## config.mk

```make
export PLATFORM = sky130hd
export DESIGN_NAME = frogger_game_controller
export DESIGN_NICKNAME = d
export VERILOG_FILES = /design/src/rtl/frogger_game_controller.sv
export SDC_FILE = /design/constraint.sdc
export NUM_CORES = 1
export LEC_CHECK = 0
export ABC_AREA = 1
export CAP_MARGIN = 20
export CORE_UTILIZATION = 55
export CTS_BUF_LIST = sky130_fd_sc_hd__clkbuf_4
export CTS_CLUSTER_DIAMETER = 50
export DETAILED_ROUTE_END_ITERATION = 8
export PLACE_DENSITY = 0.8
export SLEW_MARGIN = 20
export SYNTH_ARGS = -nofsm -noshare
export SYNTH_HDL_FRONTEND = slang
export SYNTH_SLANG_ARGS = --single-unit
```

## constraint.sdc

```tcl
create_clock -name i_Clk -period 4.4 [get_ports i_Clk]
set_clock_uncertainty 0.05 [all_clocks]
set_input_delay 0.88 -clock i_Clk [delete_from_list [all_inputs] [get_ports i_Clk]]
set_output_delay 0.88 -clock i_Clk [all_outputs]
set_load 0.05 [all_outputs]
```

## src/rtl/frogger_game_controller.sv

```systemverilog
// Frogger game sequencer: game state, lives, level, score,
// frog respawn pulse, global freeze and car speed programming.
module frogger_game_controller #(
    parameter int          c_LIVES_INI      = 3,
    parameter logic [23:0] c_BASE_CAR_SPEED = 24'd1000000,
    parameter logic [23:0] c_SPEED_STEP     = 24'd100000,
    parameter logic [23:0] c_MIN_CAR_SPEED  = 24'd200000,
    parameter logic [7:0]  c_HIT_FRAMES     = 8'd60,
    parameter logic [7:0]  c_GOAL_FRAMES    = 8'd30,
    parameter logic [6:0]  c_SCORE_MAX      = 7'd99
) (
    input  logic        i_Clk,
    input  logic        i_Reset,
    input  logic        i_Frame_Tick,
    input  logic        i_Start,
    input  logic        i_Has_Collided,
    input  logic        i_Frog_At_Goal,
    output logic [2:0]  o_State,
    output logic        o_Freeze,
    output logic        o_Frog_Reset,
    output logic [23:0] o_Car_Speed,
    output logic [1:0]  o_Lives,
    output logic [3:0]  o_Level,
    output logic [6:0]  o_Score,
    output logic        o_Game_Over
);

    typedef enum logic [2:0] {
        IDLE      = 3'd0,
        PLAYING   = 3'd1,
        HIT       = 3'd2,
        GOAL      = 3'd3,
        GAME_OVER = 3'd4
    } state_t;

    localparam logic [1:0] LIVES_INI = 2'(c_LIVES_INI);

    // A zero frame count still freezes for one tick.
    localparam logic [7:0] HIT_LOAD =
        (c_HIT_FRAMES == 8'd0) ? 8'd1 : c_HIT_FRAMES;
    localparam logic [7:0] GOAL_LOAD =
        (c_GOAL_FRAMES == 8'd0) ? 8'd1 : c_GOAL_FRAMES;

    // 25-bit threshold so min + step cannot overflow.
    localparam logic [24:0] SPEED_THRESH =
        {1'b0, c_MIN_CAR_SPEED} + {1'b0, c_SPEED_STEP};

    state_t      state_q, state_d;
    logic        freeze_q, freeze_d;
    logic        frog_reset_q, frog_reset_d;
    logic [23:0] speed_q, speed_d;
    logic [1:0]  lives_q, lives_d;
    logic [3:0]  level_q, level_d;
    logic [6:0]  score_q, score_d;
    logic        game_over_q, game_over_d;
    logic [7:0]  timer_q, timer_d;
    logic        start_q, start_d;
    logic        start_rise;

    assign start_rise = i_Start & ~start_q;

    // Next-state, counters and registered output values.
    always_comb begin
        state_d      = state_q;
        speed_d      = speed_q;
        lives_d      = lives_q;
        level_d      = level_q;
        score_d      = score_q;
        timer_d      = timer_q;
        frog_reset_d = 1'b0;
        start_d      = i_Start;

        unique case (state_q)
            IDLE: begin
                if (start_rise) begin
                    state_d      = PLAYING;
                    lives_d      = LIVES_INI;
                    score_d      = 7'd0;
                    level_d      = 4'd0;
                    speed_d      = c_BASE_CAR_SPEED;
                    frog_reset_d = 1'b1;
                end
            end
            PLAYING: begin
                if (i_Has_Collided) begin
                    state_d = HIT;
                    timer_d = HIT_LOAD;
                    lives_d = (lives_q == 2'd0) ? 2'd0 : lives_q - 2'd1;
                end else if (i_Frog_At_Goal) begin
                    state_d = GOAL;
                    timer_d = GOAL_LOAD;
                    score_d = (score_q >= c_SCORE_MAX) ?
                              c_SCORE_MAX : score_q + 7'd1;
                    level_d = (level_q == 4'd15) ?
                              4'd15 : level_q + 4'd1;
                    speed_d = ({1'b0, speed_q} >= SPEED_THRESH) ?
                              speed_q - c_SPEED_STEP : c_MIN_CAR_SPEED;
                end
            end
            HIT: begin
                if (i_Frame_Tick) begin
                    if (timer_q <= 8'd1) begin
                        timer_d = 8'd0;
                        if (lives_q == 2'd0) begin
                            state_d = GAME_OVER;
                        end else begin
                            state_d      = PLAYING;
                            frog_reset_d = 1'b1;
                        end
                    end else begin
                        timer_d = timer_q - 8'd1;
                    end
                end
            end
            GOAL: begin
                if (i_Frame_Tick) begin
                    if (timer_q <= 8'd1) begin
                        timer_d      = 8'd0;
                        state_d      = PLAYING;
                        frog_reset_d = 1'b1;
                    end else begin
                        timer_d = timer_q - 8'd1;
                    end
                end
            end
            GAME_OVER: begin
                if (start_rise) begin
                    state_d = IDLE;
                end
            end
            default: begin
                state_d = IDLE;
            end
        endcase

        freeze_d    = (state_d != PLAYING);
        game_over_d = (state_d == GAME_OVER);
    end

    // State and counter registers with synchronous reset.
    always_ff @(posedge i_Clk) begin
        if (i_Reset) begin
            state_q      <= IDLE;
            freeze_q     <= 1'b1;
            frog_reset_q <= 1'b0;
            speed_q      <= c_BASE_CAR_SPEED;
            lives_q      <= LIVES_INI;
            level_q      <= 4'd0;
            score_q      <= 7'd0;
            game_over_q  <= 1'b0;
            timer_q      <= 8'd0;
            start_q      <= 1'b0;
        end else begin
            state_q      <= state_d;
            freeze_q     <= freeze_d;
            frog_reset_q <= frog_reset_d;
            speed_q      <= speed_d;
            lives_q      <= lives_d;
            level_q      <= level_d;
            score_q      <= score_d;
            game_over_q  <= game_over_d;
            timer_q      <= timer_d;
            start_q      <= start_d;
        end
    end

    assign o_State      = state_q;
    assign o_Freeze     = freeze_q;
    assign o_Frog_Reset = frog_reset_q;
    assign o_Car_Speed  = speed_q;
    assign o_Lives      = lives_q;
    assign o_Level      = level_q;
    assign o_Score      = score_q;
    assign o_Game_Over  = game_over_q;

endmodule

```

After elaboration in Yosys (flattened, before gate mapping)
Index checks and enable logic that the tools add are counted.

Bits in registers: 52. Logic and storage cells: 82. Input port bits: 6.

Bitwise logic cells: 2. Reduce and logical (&&, ||, !) cells: 8. Multiplexer cells: 41. Add/subtract/negate cells: 5. $lt $le $gt $ge: 3. Eq/ne operators: 13.

Operators by type and width (number): 2-to-1 mux 24 bit (4); case mux 24 bit (2 select lines) (1); 2-to-1 mux 8 bit (4); 2-to-1 mux 7 bit (4); 2-to-1 mux 3 bit (9); greater-or-equal comparator 24 x 19 -> 1 bit (second input constant) (1); subtractor 24 x 17 -> 24 bit (second input constant) (1); 2-to-1 mux 4 bit (4); case mux 8 bit (2 select lines) (1); case mux 3 bit (5 select lines) (1); case mux 7 bit (2 select lines) (1); <= comparator 8 x 1 -> 1 bit (second input constant) (1); != test 2 bit (second input constant) (4); case mux 4 bit (2 select lines) (1); subtractor 8 x 1 -> 8 bit (second input constant) (1); adder 7 x 1 -> 7 bit (second input constant) (1); greater-or-equal comparator 7 bit (second input constant) (1); equality test 3 x 2 -> 1 bit (second input constant) (2); equality test 3 bit (second input constant) (2); 2-to-1 mux 1 bit (6); 2-to-1 mux 2 bit (3); AND reduction 3 bit (2); adder 4 x 1 -> 4 bit (second input constant) (1); equality test 4 bit (second input constant) (1); other kinds (14) (15).

Longest topological paths before layout
Gate-level depths: netlist of run 1.

Depth in word-level cells: 6. Gate-level depth with buffers: 12.

Worst setup path after synthesis of run 1
OpenSTA, ideal clock, no wires.

Path kind: input to register. From: input port i_Start. To: register speed_q[16] (netlist: o_Car_Speed[16]). Setup slack: 2.491 ns. Arrival time: 1.739 ns. Setup time: 0.120 ns. Path buffers: 0. Stages on the path: 7. Cells stage by stage: inv_1 > nor2_1 > nand3_1 > nand2_4 > nand3_1 > xor2_1 > or2_1.

Longest elaborated chain between the ends: 3.

RTL lines: start, declared (line 15) `input logic i_Start,`; bitwise AND 1 bit (line 60) `assign start_rise = i_Start & ~start_q;`; != test 2 bit (no line); AND reduction 4 bit (no line); end signal, assigned (line 146) `speed_q <= c_BASE_CAR_SPEED;`; end signal, assigned (line 157) `speed_q <= speed_d;`; end, declared (line 51) `logic [23:0] speed_q, speed_d;`.

Every way passes these cells. A chain may end at the register's enable or synchronous reset.

Worst setup path in the final report of run 1
From: register speed_q[15] (netlist: o_Car_Speed[15]). To: output port o_Car_Speed[15].

RTL lines: end, declared (line 21) `output logic [23:0] o_Car_Speed,`.

No word-level cell between the ends.

==> results of run 1 <==
-- worst max-delay path by stage --
stage                 endpoint  cells past startpoint  slack, ns
2_1_floorplan  o_Car_Speed[16]                      7       2.49
3_3_place_gp        o_Score[3]                      9       1.84
3_5_place_dp        o_Score[3]                      9       1.80
4_1_cts        o_Car_Speed[15]                      1       1.71
5_1_grt        o_Car_Speed[15]                      1       1.66
6_report       o_Car_Speed[15]                      1       1.71
-- sequential cells by signal (all words and copies together) (netlist names) --
name	flops
o_Score	7
o_Freeze	1
o_Game_Over	1
timer_q	8
o_Level	4
o_Lives	2
o_State	3
o_Car_Speed	19
start_q	1
o_Frog_Reset	1
-- power by group --
group / internal [mW] / switching (mW)
sequential: 0.453 / 0.0339
clock: 0.123 / 0.134
combinational: 0.106 / 0.233
-- cell families (layout without fill, tap and decap cells) --
kind of cell,count (synthesis),after routing
AOI/OAI and AO/OA,75,75
xor gates and xnor gates,5,5
adders and majority gates,5,5
buffers and inverters,63,100
DFF,47,47
other,1,5
and+or+nand+nor,228,228
-- metrics by stage --
stage | util, % | hold slack, ns | area (µm²)
final | 69.0 | 0.433 | 3330
after global routing | 69.0 | 0.477 | 3330
after CTS | 69.0 | 0.434 | 3330
after detailed placement | 67.5 | 0.417 | 3250
after global placement | 67.5 | 0.406 | 3250
after floorplan | - | 0.408 | 2810
-- area by class of cell --
class,count,area (µm²)
Timing Repair Buffer,44,438
Tap cell,67,83.8
Fill cell,449,1490
Inverter,49,188
Multi-Input combinational cell,318,1600
Clock buffer,6,45.0
Clock inverter,1,30.0
Sequential cell,47,941
-- metal layers --
layer,vias up,track usage (%)
li1,1460,-
met1,1275,36.6
met2,111,40.7
met3,6,4.53
met4,0,7.69
met5,-,0
-- cells in the final DEF, fill, tap and decap left out, types with 2 or more instances in the layout --
cell type	count
nand2_1	115
dfxtp_1	47
clkdlybuf4s50_1	43
inv_1	40
nor2_1	37
a21oi_1	37
nand3_1	27
o21ai_0	22
nor3_1	15
inv_2	7
nand4_1	7
nor2_2	6
clkbuf_4	6
ha_1	5
conb_1	5
nand2_4	4
xor2_1	4
o21ai_1	4
nor2_4	3
a31oi_1	3
nand2_2	3
or2_2	3
nand3_4	2
or2_1	2
o211ai_1	2
==> impl_metrics.ini, run 1 <==
[outcome]
status = finished, final reports clean

[synthesis]
synth_xor_area_share_pct = 1.57
syn-cell-area_um2 = 2800
synth-simple-area-share_pct = 37.8
synthCells = 424
synth.area.top_cells = dfxtp_1, nand2_1, a21oi_1
synth-compound-area-share_pct = 14.9
synth_top_family_by_area = simple AND/OR/NAND/NOR gates
yosysTopAreaCellShare_pct = 33.6
seq_area_frac_synth_pct = 33.6
yosysUniqueCellTypes = 40
async_reset_ff_share_pct = 0
ys_top_cells_by_count = nand2_1, dfxtp_1, inv_1
synth_top_area_cell = dfxtp_1
synth_seq_cells = 47
yosys_warnings = 0
synth_top_flop_cell = dfxtp_1
synth.most_common_cell = nand2_1
avgSynthCellArea_um2 = 6.60
synth_adder_area_share_pct = 2.24
yosys-mux-area-fraction_pct = 0
synth_edf_count = 0

[power_and_ir_drop]
p_total_mw = 1.08
ir_worst_vdd_mv = 0.234
power_density_nw_per_um2 = 326
leakagePower_nw = 1.36

[critical_path]
r2r_setup_slack_ns = 2.55
crit_start = o_Car_Speed[15]
cp_slowest_cell = clkdlybuf4s50_1
cp-start-kind = register
crit_path_end_kind = output port
crit_family = buffers and inverters
rr_worst_depth = 9
r2r-start = timer_q[0]
crit_chain = clkdlybuf4s50_1
critPathMaxStageDelay_ns = 0.87
worst-path-buf-inv = 1
reg2reg_to = o_Freeze
crit_fanout = 9
required_ns = 3.47
crit_arrival_ns = 1.76
crit_type = reg2out

[grt]
grt_pass1_wl_mm = 11.0
grt_pass1_vias = 2389
grt_max_degree = 28
track_usage_pct = 26.0
antenna_found_initial = 0
overflow = 0

[cts]
cts.sinks = 47
cts_tree = yes
clk_pin_slew_ns = 0.13
clk_path_buf_depth = 2
cts_buffers = 5
cts_hold_buf = 0
clock_latency_ns = 0.36
cts_resized = 0
htreeDepth = 2
clockRootBuffer = clkbuf_4
postCtsSetupBuffers = 0

[sta]
post-route-period-util_pct = 61.1
rsz0062_at_grt = no
worstMarginPinSlew_ns = 0.512
setup_viol = 0
min_period_ns = 2.69
max_slew_margin_pct = 65.8
fin_ws_ns = 1.71
tns_ns = 0
slew_viol_final = 0
finalHoldViolCount = 0
max_freq_mhz = 372

[die]
ioPinCount = 49
fp.dieW_um = 73.3
dieArea_um2 = 5370
core_um2 = 4820
fp.dieH_um = 73.3
start_util_pct = 58.1
num_rows = 25

[route]
wl_met1_mm = 3.20
vias = 2852
route.met2.wl_mm = 2.97
via_per_inst = 5.36
wire_per_inst_um = 12.4
remaining_drc_errors = 0
drtAntennaViolNets = 0
top_layer = met4
dr.first_iter.drc_count = 207
wl_met3_um = 407
drt-total-wl_mm = 6.62
drtPass1Iterations = 7

[place]
io_buffers = 43
dp_slack_ns = 1.80
gp_congestion = 0.897
dp.cells = 525
place_hpwl_mm = 4.69

[finish]
nets = 476
final_cells = 532
area_growth_pct = 18.9
num_antenna_cells = 0
drive_above_1_share_pct = 8.82

[worst_hold_path]
hold_path_end = o_Lives[1]
min_from = o_Lives[1]
min_path_type = reg2reg
holdPathStages = 2

[run]
max_cap_violations = 0
No activity file was read; power rests on OpenSTA's default activity.
==> run 2: changes to the inputs <==
==> constraint.sdc (replaced) <==
create_clock -name i_Clk -period 2.7 [get_ports i_Clk]
set_clock_uncertainty 0.05 [all_clocks]
set_input_delay 0.54 -clock i_Clk [delete_from_list [all_inputs] [get_ports i_Clk]]
set_output_delay 0.54 -clock i_Clk [all_outputs]
set_load 0.05 [all_outputs]
==> impl_metrics.ini, run 2 (synthesized netlist as in run 1, its figures left out) <==
[outcome]
status = finished, final reports clean

[cts]
clk_pin_slew_ns = 0.14
cts_resized = 0
htreeDepth = 2
postCtsSetupBuffers = 0
clockRootBuffer = clkbuf_4
clock_latency_ns = 0.37
cts_tree = yes
cts_buffers = 5
cts.sinks = 47
cts_hold_buf = 0
clk_path_buf_depth = 2

[die]
start_util_pct = 58.1
ioPinCount = 49
core_um2 = 4820
dieArea_um2 = 5370
fp.dieW_um = 73.3
fp.dieH_um = 73.3
num_rows = 25

[route]
drtPass1Iterations = 5
dr.first_iter.drc_count = 304
drt-total-wl_mm = 6.71
drtAntennaViolNets = 0
remaining_drc_errors = 0
vias = 2858
wire_per_inst_um = 12.6
via_per_inst = 5.37

[worst_hold_path]
holdPathStages = 2
min_from = o_Lives[1]
min_path_type = reg2reg

[place]
dp_slack_ns = 0.423
place_hpwl_mm = 4.87
io_buffers = 43
placed_area_um2 = 3250
gp_congestion = 0.955
dp.cells = 525

[critical_path]
crit_arrival_ns = 1.78
crit_family = buffers and inverters
crit_chain = clkdlybuf4s50_1
cp-start-kind = register
crit_type = reg2out
rr_worst_depth = 9
required_ns = 2.11
cp.depth = 1
worst-path-buf-inv = 1
crit_start = o_Car_Speed[15]
critPathMaxStageDelay_ns = 0.87
r2r-start = timer_q[0]
cp_slowest_cell = clkdlybuf4s50_1
crit_path_end_kind = output port
crit_fanout = 9

[sta]
fin_ws_ns = 0.330
min_period_ns = 2.37
tns_ns = 0
rsz0062_at_grt = no
post-route-period-util_pct = 87.8
max_freq_mhz = 422
setup_viol = 0
worstMarginPinSlew_ns = 0.544
slew_viol_final = 0
finalHoldViolCount = 0
max_slew_margin_pct = 63.7

[grt]
overflow = 0
grt_pass1_vias = 2490
grt_max_degree = 28
antenna_found_initial = 0
track_usage_pct = 26.8
grt_pass1_wl_mm = 11.2

[finish]
nets = 476
drive_above_1_share_pct = 8.60
num_antenna_cells = 0
largest_reg_flops = 19
final_cells = 532
layout_commonest_cell = nand2_1
final_cell_mix = nand2_1, dfxtp_1, clkdlybuf4s50_1
postLayoutCellArea_um2 = 3300
area_growth_pct = 18.0

[power_and_ir_drop]
pwr-share-clk_pct = 19.8
pwr-share-comb_pct = 32.9
p_int_mw = 1.01
p_switching_mw = 0.669
p_seq_share_pct = 47.3
ir_worst_vdd_mv = 0.336
swShare_pct = 39.9
leakagePower_nw = 1.35
power_density_nw_per_um2 = 508
p_total_mw = 1.68

[run]
max_cap_violations = 0
## run 2: path summary, 6_finish.rpt
kind                     endpoint  slack, ns
hold reg to reg        o_Lives[1]       0.44
setup reg to reg         o_Freeze       0.87
hold / removal         o_Lives[1]       0.44
setup / recovery  o_Car_Speed[15]       0.33
## run 2: cell type report
type | instances | area (µm²)
Multi-Input combinational cell | 318 | 1600
Clock buffer | 5 | 37.5
Timing Repair Buffer | 44 | 438
Sequential cell | 47 | 941
Tap cell | 67 | 83.8
Fill cell | 459 | 1520
Clock inverter | 2 | 12.5
Inverter | 49 | 188
## run 2: routing by layer
metal / track usage, % / vias to the layer above / wire [µm]
met4: 8.12 / 0 / 71
met3: 4.53 / 7 / 428
met5: 0 / - / 0
met1: 36.5 / 1281 / 3150
met2: 43.8 / 106 / 3060
li1: - / 1464 / -
## run 2: metrics by stage
stage / utilization, % / hold WS [ns]
floorplan: - / 0.408
global placement: 67.5 / 0.407
detailed placement: 67.5 / 0.424
CTS: 68.5 / 0.446
global route: 68.5 / 0.473
finish: 68.5 / 0.437
## run 2: power groups by stage
stage          clock network (mW)  registers, mW  logic (mW)
2_1_floorplan                   0          0.891       0.334
3_3_place_gp                    0          0.806       0.536
3_5_place_dp                    0          0.807       0.545
4_1_cts                     0.340          0.792       0.547
5_1_grt                     0.367          0.801       0.612
6_report                    0.332          0.794       0.551
==> run 3: changes to the inputs <==
--- a/config.mk
+++ b/config.mk
@@ -9,7 +9,6 @@
 export CAP_MARGIN = 20
 export CORE_UTILIZATION = 55
 export CTS_BUF_LIST = sky130_fd_sc_hd__clkbuf_4
-export CTS_CLUSTER_DIAMETER = 50
 export DETAILED_ROUTE_END_ITERATION = 8
 export PLACE_DENSITY = 0.8
 export SLEW_MARGIN = 20
==> results of run 3 <==
Final layout, timing and power as in run 2 (identical DEF).
